### src/rtl/demux_chan_deserializer.sv
// Rebuilds four serial bit streams from a 1-to-4 demux into WIDTH-bit words, one holding slot per channel.
// A completed word can appear one cycle later; the output holds under back-pressure; a word landing on a full slot is dropped.
module demux_chan_deserializer #(
  parameter int WIDTH = 8
) (
  input  logic             clk,
  input  logic             rst_n,
  input  logic             bit_valid,
  input  logic [1:0]       sel,
  input  logic [3:0]       y,
  output logic             out_valid,
  input  logic             out_ready,
  output logic [1:0]       out_chan,
  output logic [WIDTH-1:0] out_data,
  output logic [3:0]       overflow,
  output logic             proto_err,
  input  logic             clear_flags
);

  localparam int CW = $clog2(WIDTH);
  localparam logic [CW-1:0] LAST = CW'(WIDTH - 1);

  logic [WIDTH-2:0] sreg      [4];
  logic [CW-1:0]    cnt       [4];
  logic [WIDTH-1:0] hold      [4];
  logic [3:0]       hold_full;
  logic [1:0]       ptr;

  logic             cap_bit;
  logic [WIDTH-1:0] cap_word;
  logic             cap_done;
  logic             bad_sel;
  logic             load_en;
  logic             grant_vld;
  logic [1:0]       grant_ch;
  logic [1:0]       idx;
  logic [3:0]       drain;
  logic [3:0]       hf_nxt;
  logic [3:0]       ovf_set;
  logic             hold_we;

  // Any active demux line counts as a 1; the channel always comes from sel.
  always_comb begin
    cap_bit  = |y;
    cap_word = {sreg[sel], cap_bit};
    cap_done = bit_valid && (cnt[sel] == LAST);
    bad_sel  = bit_valid && (y != 4'b0000) && (y != (4'b0001 << sel));
  end

  // Round-robin pick: lowest offset from ptr wins, so scan offsets high to low.
  always_comb begin
    grant_vld = 1'b0;
    grant_ch  = ptr;
    idx       = ptr;
    for (int i = 3; i >= 0; i--) begin
      idx = ptr + 2'(i);
      if (hold_full[idx]) begin
        grant_vld = 1'b1;
        grant_ch  = idx;
      end
    end
  end

  assign load_en = !out_valid || out_ready;

  // A slot drained on this edge may be refilled by a word completing on the same edge.
  always_comb begin
    drain   = (load_en && grant_vld) ? (4'b0001 << grant_ch) : 4'b0000;
    hf_nxt  = hold_full & ~drain;
    ovf_set = 4'b0000;
    hold_we = 1'b0;
    if (cap_done) begin
      if (!hold_full[sel] || drain[sel]) begin
        hf_nxt[sel] = 1'b1;
        hold_we     = 1'b1;
      end else begin
        ovf_set[sel] = 1'b1;
      end
    end
  end

  always_ff @(posedge clk or negedge rst_n) begin
    if (!rst_n) begin
      for (int k = 0; k < 4; k++) begin
        sreg[k] <= '0;
        cnt[k]  <= '0;
        hold[k] <= '0;
      end
      hold_full <= 4'b0000;
      ptr       <= 2'd0;
    end else begin
      if (bit_valid) begin
        sreg[sel] <= cap_word[WIDTH-2:0];
        cnt[sel]  <= cap_done ? '0 : cnt[sel] + CW'(1);
      end
      if (hold_we) begin
        hold[sel] <= cap_word;
      end
      hold_full <= hf_nxt;
      if (load_en && grant_vld) begin
        ptr <= grant_ch + 2'd1;
      end
    end
  end

  // Output register; data and channel stay frozen while the consumer stalls.
  always_ff @(posedge clk or negedge rst_n) begin
    if (!rst_n) begin
      out_valid <= 1'b0;
      out_chan  <= 2'd0;
      out_data  <= '0;
    end else if (load_en) begin
      if (grant_vld) begin
        out_valid <= 1'b1;
        out_chan  <= grant_ch;
        out_data  <= hold[grant_ch];
      end else begin
        out_valid <= 1'b0;
      end
    end
  end

  // Set events take priority over a simultaneous clear.
  always_ff @(posedge clk or negedge rst_n) begin
    if (!rst_n) begin
      overflow  <= 4'b0000;
      proto_err <= 1'b0;
    end else begin
      overflow  <= (clear_flags ? 4'b0000 : overflow) | ovf_set;
      proto_err <= (clear_flags ? 1'b0 : proto_err) | bad_sel;
    end
  end

endmodule

### config.mk
export PLATFORM = sky130hd
export DESIGN_NAME = demux_chan_deserializer
export DESIGN_NICKNAME = d
export VERILOG_FILES = /design/src/rtl/demux_chan_deserializer.sv
export SDC_FILE = /design/constraint.sdc
export NUM_CORES = 1
export LEC_CHECK = 0
export CAP_MARGIN = 20
export CORE_ASPECT_RATIO = 1.1
export CORE_MARGIN = 8
export CORE_UTILIZATION = 45
export DETAILED_ROUTE_END_ITERATION = 7
export SLEW_MARGIN = 30
export SYNTH_ARGS = -nofsm -noshare
export SYNTH_HDL_FRONTEND = slang
export SYNTH_SLANG_ARGS = --single-unit
### constraint.sdc
create_clock -name clk -period 3.35 [get_ports clk]
set_input_delay 0.67 -clock clk [delete_from_list [all_inputs] [get_ports clk]]
set_output_delay 0.67 -clock clk [all_outputs]
set_load 0.01 [all_outputs]
Yosys cells after proc, flatten, opt, wreduce, memory -nomap -nowiden
Index checks and enable logic that the tools add are counted.

Shift operators: 2. Eq/ne operators: 2. Mux-type cells: 51. Add/sub/neg operators: 5. Bitwise logic cells: 7. Order comparisons: 9. Reductions and logical operators: 13.

Operators with widths (number): bitwise mux 32 bit (1); bitwise mux 28 bit (1); two-way mux 4 bit (6); two-way mux 8 bit (3); two-way mux 7 bit (3); binary-select mux 8 bit (select 2 bit) (1); demux 8 bit (select 2 bit) (1); less-than comparator 2 x 3 -> 1 bit, second input constant (5); two-way mux 1 bit (15); binary-select mux 7 bit (select 2 bit) (1); demux 7 bit (select 2 bit) (1); binary-select mux 1 bit (select 2 bit) (6); bitwise mux 12 bit (1); two-way mux 3 bit (4); two-way mux 2 bit (4); bitwise OR 4 bit (2); << shifter 1 x 2 -> 4 bit, first input constant (2); binary-select mux 3 bit (select 2 bit) (1); demux 3 bit (select 2 bit) (1); >= comparator 3 bit, second input constant (2); logical AND 1 bit (6); inverter 2 -> 3 bit (2); adder 2 x 1 -> 2 bit, second input constant (2); adder 2 bit, second input constant (2); 14 further kinds (16).

Bits in registers: 94. Word-level logic and storage cells: 108.

Longest topological paths before layout
Gate-level depths: netlist of run 1.

Depth after elaboration: 15. Depth in mapped cells: 11.

Least setup slack after synthesis of run 1
OpenSTA, ideal clock, no wires.

Path type: input to register. Start: in sel[0]. End: reg hold[16] in the netlist's numbering. Stages: 11. Slack: 0.074 ns. Required time: 3.225 ns. Arrival: 3.151 ns. Library setup time: 0.125 ns. Path buffers: 4. Cells stage by stage: buf_2 > clkbuf_1 > mux4_2 > ha_1 > ha_1 > and2_1 > clkbuf_1 > nand3_1 > nand2b_1 > buf_4 > mux2_2.

Word-level cells in the longest chain between the ends: 7.

RTL lines: start, declared (RTL line 9) `input logic [1:0] sel,`; inverter 2 -> 3 bit (implied by the code) (RTL line 46, 97); binary-select mux 3 bit (select 2 bit) (RTL line 46) `cap_done = bit_valid && (cnt[sel] == LAST);`; two-way mux 3 bit (implied by the code) (2 in series) (RTL line 46); equality test 3 bit (RTL line 46); logical AND 1 bit (RTL line 46); two-way mux 1 bit (RTL line 72) `if (cap_done) begin`; end signal, assigned by index (RTL line 97) `hold[sel] <= cap_word;`; end, declared (RTL line 25) `logic [WIDTH-1:0] hold [4];`.

Several ways; a longest one is shown, not always the timed one. The select of a mux whose other input is x is not followed. A chain may end at the register's enable or synchronous reset.

Worst setup path in the final report of run 1
Start: in sel[0]. End: reg hold[22] in the netlist's numbering.

Word-level cells in the longest chain between the ends: 7.

RTL lines (RTL line): inverter 2 -> 3 bit (implied by the code) (45, 46, 97); binary-select mux 3 bit (select 2 bit) (46); two-way mux 3 bit (implied by the code) (2 in series) (46); equality test 3 bit (46); logical AND 1 bit (46); two-way mux 1 bit (72).

Several ways; a longest one is shown, not always the timed one. The select of a mux whose other input is x is not followed.

==> results of run 1 <==
registers in the layout, summed over array words and instances, names as in the netlist:
name       cells
cnt           12
hold          32
ptr            2
sreg          28
proto_err      1
out_chan       2
overflow       4
hold_full      4
out_data       8
out_valid      1
layout by cell type (no fill, tap or decap), types with 2 or more instances in the layout:
| cell | Yosys | routed |
|---|---|---|
| clkdlybuf4s50_1 | 0 | 25 |
| o22ai_1 | 12 | 12 |
| nor4_1 | 2 | 2 |
| o21bai_1 | 2 | 2 |
| mux2i_1 | 19 | 19 |
| mux2_4 | 8 | 8 |
| mux2_2 | 49 | 49 |
| nand2b_1 | 4 | 4 |
| mux4_2 | 10 | 10 |
| o21ai_0 | 25 | 25 |
| dfrtp_1 | 94 | 94 |
| clkinvlp_4 | 0 | 2 |
| a21o_1 | 11 | 11 |
| buf_4 | 1 | 12 |
| clkbuf_8 | 0 | 10 |
| nor2_1 | 4 | 4 |
| ha_1 | 2 | 2 |
| clkinv_2 | 0 | 2 |
| nand3_1 | 6 | 6 |
| nand2_1 | 36 | 36 |
| inv_1 | 10 | 10 |
| nor3_1 | 2 | 2 |
| nand3_2 | 2 | 2 |
critical path, stage by stage:
cell             delay [ns]
clkdlybuf4s50_1        0.54
mux4_2                 0.53
ha_1                   0.22
ha_1                   0.21
and2_1                 0.22
nand3_1                0.13
nand2b_1               0.16
buf_12                 0.14
mux2_2                 0.33
Yosys cell counts (4+ instances only):
library cell,n,area share
nor2_1,4,0.0035
buf_2,5,0.0059
dfrtp_1,94,0.55
nand2_1,36,0.032
o22ai_1,12,0.018
mux2_4,8,0.028
mux2_2,49,0.13
nand2b_1,4,0.0059
mux4_2,10,0.053
nand3_1,6,0.0071
clkbuf_1,7,0.0062
o21ai_0,25,0.029
mux2i_1,19,0.045
a21o_1,11,0.019
inv_1,10,0.0088
cell type report:
class                      instances  area [um2]
inverter                          10        37.5
clock inverter                     5        33.8
tap                              117         146
multi-input combinational        209        1780
timing repair buffer              38         360
sequential                        94        2350
clock buffer                      11         141
fill                             817        4410
report_power, final:
group / internal, mW / switching [mW] / total, mW
sequential: 1.48 / 0.191 / 1.67
clock: 0.291 / 0.390 / 0.680
combinational: 0.625 / 0.604 / 1.23
total: 2.39 / 1.18 / 3.58
how the worst max path moves through the flow:
stage,to,depth (start not counted),from,slack [ns]
5_1_grt,hold[4],8,sel[1],0.33
4_1_cts,hold[18],9,sel[0],0.43
3_5_place_dp,hold[18],9,sel[0],0.07
6_report,hold[22],9,sel[0],0.43
2_1_floorplan,hold[16],11,sel[0],0.07
3_3_place_gp,hold[23],9,sel[0],0.1
through the flow:
step / cells / area (um2) / hold slack (ns) / worst slack (ns) / utilization
2_1_floorplan: 329 / 4250 / 0.374 / 0.0743 / -
3_3_place_gp: 468 / 4670 / 0.458 / 0.0962 / 0.505
3_5_place_dp: 468 / 4670 / 0.466 / 0.0674 / 0.505
4_1_cts: 484 / 4850 / 0.371 / 0.433 / 0.524
5_1_grt: 484 / 4850 / 0.398 / 0.325 / 0.524
6_report: 484 / 4850 / 0.346 / 0.433 / 0.524
per-layer routing:
layer  global-route usage  up-vias  share of wire
li1                     -     1252              -
met1                0.190     1385           0.46
met2                0.225       43           0.48
met3               0.0274       11          0.038
met4               0.0583        0          0.019
met5                    0        -              0
cell families after synthesis:
| kind of cell | after synthesis | share of synthesized area |
|---|---|---|
| flops | 94 | 0.553 |
| mux | 86 | 0.256 |
| buf+inv | 26 | 0.0288 |
| xor+xnor | 1 | 0.00206 |
| fa+ha+maj | 2 | 0.00588 |
| simple gates | 61 | 0.0680 |
| compound gates | 59 | 0.0865 |
==> impl_metrics.ini, run 1 <==
[clock_network]
clock_sinks = 94
clock_latency_ns = 0.36
postCtsHoldBufs = 0
htreeDepth = 3
cts_buffer_depth = 2
cts_root_buf = clkbuf_8
clk_pin_slew_ns = 0.09
post-cts-setup-buffer-count = 0
cts_repair_resize_count = 0
tritoncts = done
cts_buffers = 9

[die]
die_w_um = 109
io-pin-count = 27
start_util = 0.459
die_h_um = 118
die_area_um2 = 12800
core_area_um2 = 9260
fp-row-count = 37

[power]
power_mw = 3.58
p_leak_nw = 2.31
ir_worst_vdd_mv = 0.409
powerDensity_nw_per_um2 = 737

[synth]
syn_avg_cell_area_um2 = 12.9
synth_nets = 342
ys_ff_latch = 94
ys_warn_count = 0
synthCells = 329
async_reset_ff_frac = 1.00
synthFlopType = dfrtp_1
synth_edf_count = 0
synth_area_um2 = 4250
synth-seq-area-share = 0.553
ys_types = 38

[status]
status = completed

[timing]
rsz0062_at_grt = false
finalSetupViolations = 0
finalSetupTns_ns = 0
fmax_mhz = 343
report.final.slew_viol_count = 0
fin_crit_ns = 2.92
hold_viol = 0
tightest_slew_ns = 0.759
slew_headroom = 0.491
clock_skew_ns = 0.0177
finalCritPeriodShare = 0.871

[detailed_routing]
routed_wl_mm = 8.72
drcViolationCount = 0
final_antenna_net_count = 0
drtPass1Iterations = 6
viasPerCell = 5.56
wl_per_cell_um = 18.0
drt-initial-drc-count = 105
via_count = 2691

[place]
gp_congestion = 0.760
dp_hpwl_mm = 6.06
port_buffers = 26

[setup_path]
critPathKind = in -> reg
cp_data_required_time_ns = 3.59
cp.arrival_ns = 3.16
crit_fanout = 9
worst_setup_path_end_kind = flip-flop
start_kind = input pin
ff2ff_path_depth = 6
r2r_setup_slack_ns = 0.93
r2r-end = hold[6]
r2r_start = hold_full[3]

[final_layout]
area_delta_synth_final_pct = 14.0
num-nets-final = 375
drive_above_1_share = 0.267
num_antenna_cells = 0

[grt]
antenna_found_initial = 0
overflow = 0
grt_usage = 0.144
grt_max_degree = 57
grt_pass1_vias = 2752
grt_first_pass_wirelength_mm = 14.5

[run]
max_cap_viol_count = 0

[hold_path]
hp-class = in -> async
(Power assumes the default switching activity.)
==> run 2, diff against run 1 <==
--- a/config.mk
+++ b/config.mk
@@ -9,7 +9,9 @@
 export CORE_ASPECT_RATIO = 1.1
 export CORE_MARGIN = 8
 export CORE_UTILIZATION = 45
+export CTS_CLUSTER_DIAMETER = 40
 export DETAILED_ROUTE_END_ITERATION = 7
+export MAX_ROUTING_LAYER = met4
 export SLEW_MARGIN = 30
 export SYNTH_ARGS = -nofsm -noshare
 export SYNTH_HDL_FRONTEND = slang
==> run 2 against run 1 <==
Critical path depth unchanged; global-route usage rose by 0.41 points; first-iteration DRC count is 16% lower; maximum frequency about the same; cell count stayed put; clock power grew 0.7%; non-clock buffer count is the same; hold slack gained 0.0061 ns; sequential cell count unchanged.
==> impl_metrics.ini, run 2 (same netlist as run 1, synthesis figures left out) <==
[setup_path]
worstSetupStartpoint = sel[0]
start_kind = input pin
cp_slowest_cell = clkdlybuf4s50_1
r2r_start = hold_full[3]
r2r-end = hold[3]
critPathKind = in -> reg
cp.arrival_ns = 3.16
critical_path.endpoint = hold[18]
r2r_setup_slack_ns = 0.92
worstPathCellList = clkdlybuf4s50_1 > mux4_2 > ha_1 > ha_1 > and2_1 > nand3_1 > nand2b_1 > buf_12 > mux2_2
crit_fanout = 9
cp_data_required_time_ns = 3.59
cpMostUsedCell = ha_1
worst_setup_path_end_kind = flip-flop
critPathMaxStageDelay_ns = 0.54
ff2ff_path_depth = 6

[grt]
grt_pass1_vias = 2747
grt_usage = 0.148
overflow = 0
grt_max_degree = 57
antenna_found_initial = 0
grt_first_pass_wirelength_mm = 14.4

[timing]
slew_headroom = 0.494
finalCritPeriodShare = 0.871
rsz0062_at_grt = false
finalSetupTns_ns = 0
tightest_slew_ns = 0.754
fin_crit_ns = 2.92
report.final.slew_viol_count = 0
fmax_mhz = 343
hold_viol = 0
clock_skew_ns = 0.0164
finalSetupViolations = 0

[final_layout]
regArea_um2 = 2350
num-nets-final = 375
mostFrequentLayoutCells = dfrtp_1, mux2_2, nand2_1
regMostFlops = hold
num_antenna_cells = 0
drive_above_1_share = 0.267
fill_cells = 817
largest_reg_flops = 32
reg.largest.list = hold: 32 flops, sreg: 28 flops, cnt: 12 flops
final-instance-count-excl-fill = 484
final_cell_area_um2 = 4850
multiInputGateArea_um2 = 1780
final_util = 0.524
area_delta_synth_final_pct = 14.0
final_common_cell = dfrtp_1

[die]
die_area_um2 = 12800
core_area_um2 = 9260
die_w_um = 109
die_h_um = 118
start_util = 0.459
io-pin-count = 27
fp-row-count = 37

[detailed_routing]
via_count = 2671
final_antenna_net_count = 0
viasPerCell = 5.52
drtPass1Iterations = 5
drcViolationCount = 0
routed_wl_mm = 8.74
drt-initial-drc-count = 88
wl_per_cell_um = 18.0

[clock_network]
clock_sinks = 94
cts_root_buf = clkbuf_8
cts_buffer_depth = 2
postCtsHoldBufs = 0
tritoncts = done
post-cts-setup-buffer-count = 0
clock_latency_ns = 0.37
htreeDepth = 3
cts_repair_resize_count = 0
clk_pin_slew_ns = 0.09
cts_buffers = 9

[place]
gp_congestion = 0.770
port_buffers = 26
dp_hpwl_mm = 6.06
post_dp_cell_area_um2 = 4670
dp_cells = 468

[power]
internal-power_mw = 2.39
sequentialPowerShare = 0.466
pwr-share-clk = 0.191
ir_worst_vdd_mv = 0.412
switching_share = 0.332
powerDensity_nw_per_um2 = 738
p_sw_mw = 1.19
p_leak_nw = 2.31
pwr-share-comb = 0.343

[run]
max_cap_viol_count = 0

[hold_path]
hp-class = in -> async

[status]
status = completed
[run 2: worst min-delay path by stage]
stage / from / end / slack (ns) / depth (start not counted)
final: rst_n / out_chan[0] / 0.35 / 1
after global routing: rst_n / out_data[4] / 0.40 / 1
after CTS: rst_n / out_data[3] / 0.37 / 1
after detailed placement: out_data[4] / out_data[4] / 0.47 / 1
after global placement: sreg[0] / sreg[0] / 0.46 / 2
after floorplan: rst_n / cnt[0] / 0.37 / 0
[run 2: layout make-up]
type | instances | area share
Sequential cell | 94 | 0.485
Clock inverter | 5 | 0.00697
Clock buffer | 11 | 0.0292
Inverter | 10 | 0.00774
Timing Repair Buffer | 38 | 0.0743
Tap cell | 117 | 0.0302
Multi-Input combinational cell | 209 | 0.367
[run 2: critical path: cells and delay by family]
family | cells | cell delay (ns)
buf+inv | 2 | 0.68
mux | 2 | 0.86
fa+ha+maj | 2 | 0.43
simple gates | 3 | 0.51
[run 2: power by group through the flow]
stage               combinational [mW]  sequential [mW]  clock (mW)
floorplan                        0.878             1.66           0
global placement                  1.22             1.68           0
detailed placement                1.25             1.70           0
CTS                               1.25             1.67       0.703
global route                      1.35             1.72       0.746
finish                            1.23             1.67       0.685
[run 2: per-layer routing]
| metal | vias to the layer above | part of all wire | GRT usage |
|---|---|---|---|
| met3 | 12 | 0.039 | 0.0274 |
| met2 | 52 | 0.48 | 0.227 |
| met5 | - | 0 | - |
| li1 | 1250 | - | - |
| met1 | 1357 | 0.46 | 0.189 |
| met4 | 0 | 0.019 | 0.0583 |
[run 2: per-stage QoR]
step	hold slack (ns)	worst slack [ns]	power [mW]
6_report	0.353	0.431	3.58
5_1_grt	0.398	0.325	3.81
4_1_cts	0.371	0.433	3.63
3_5_place_dp	0.466	0.0674	2.95
3_3_place_gp	0.458	0.0962	2.90
2_1_floorplan	0.374	0.0743	2.53
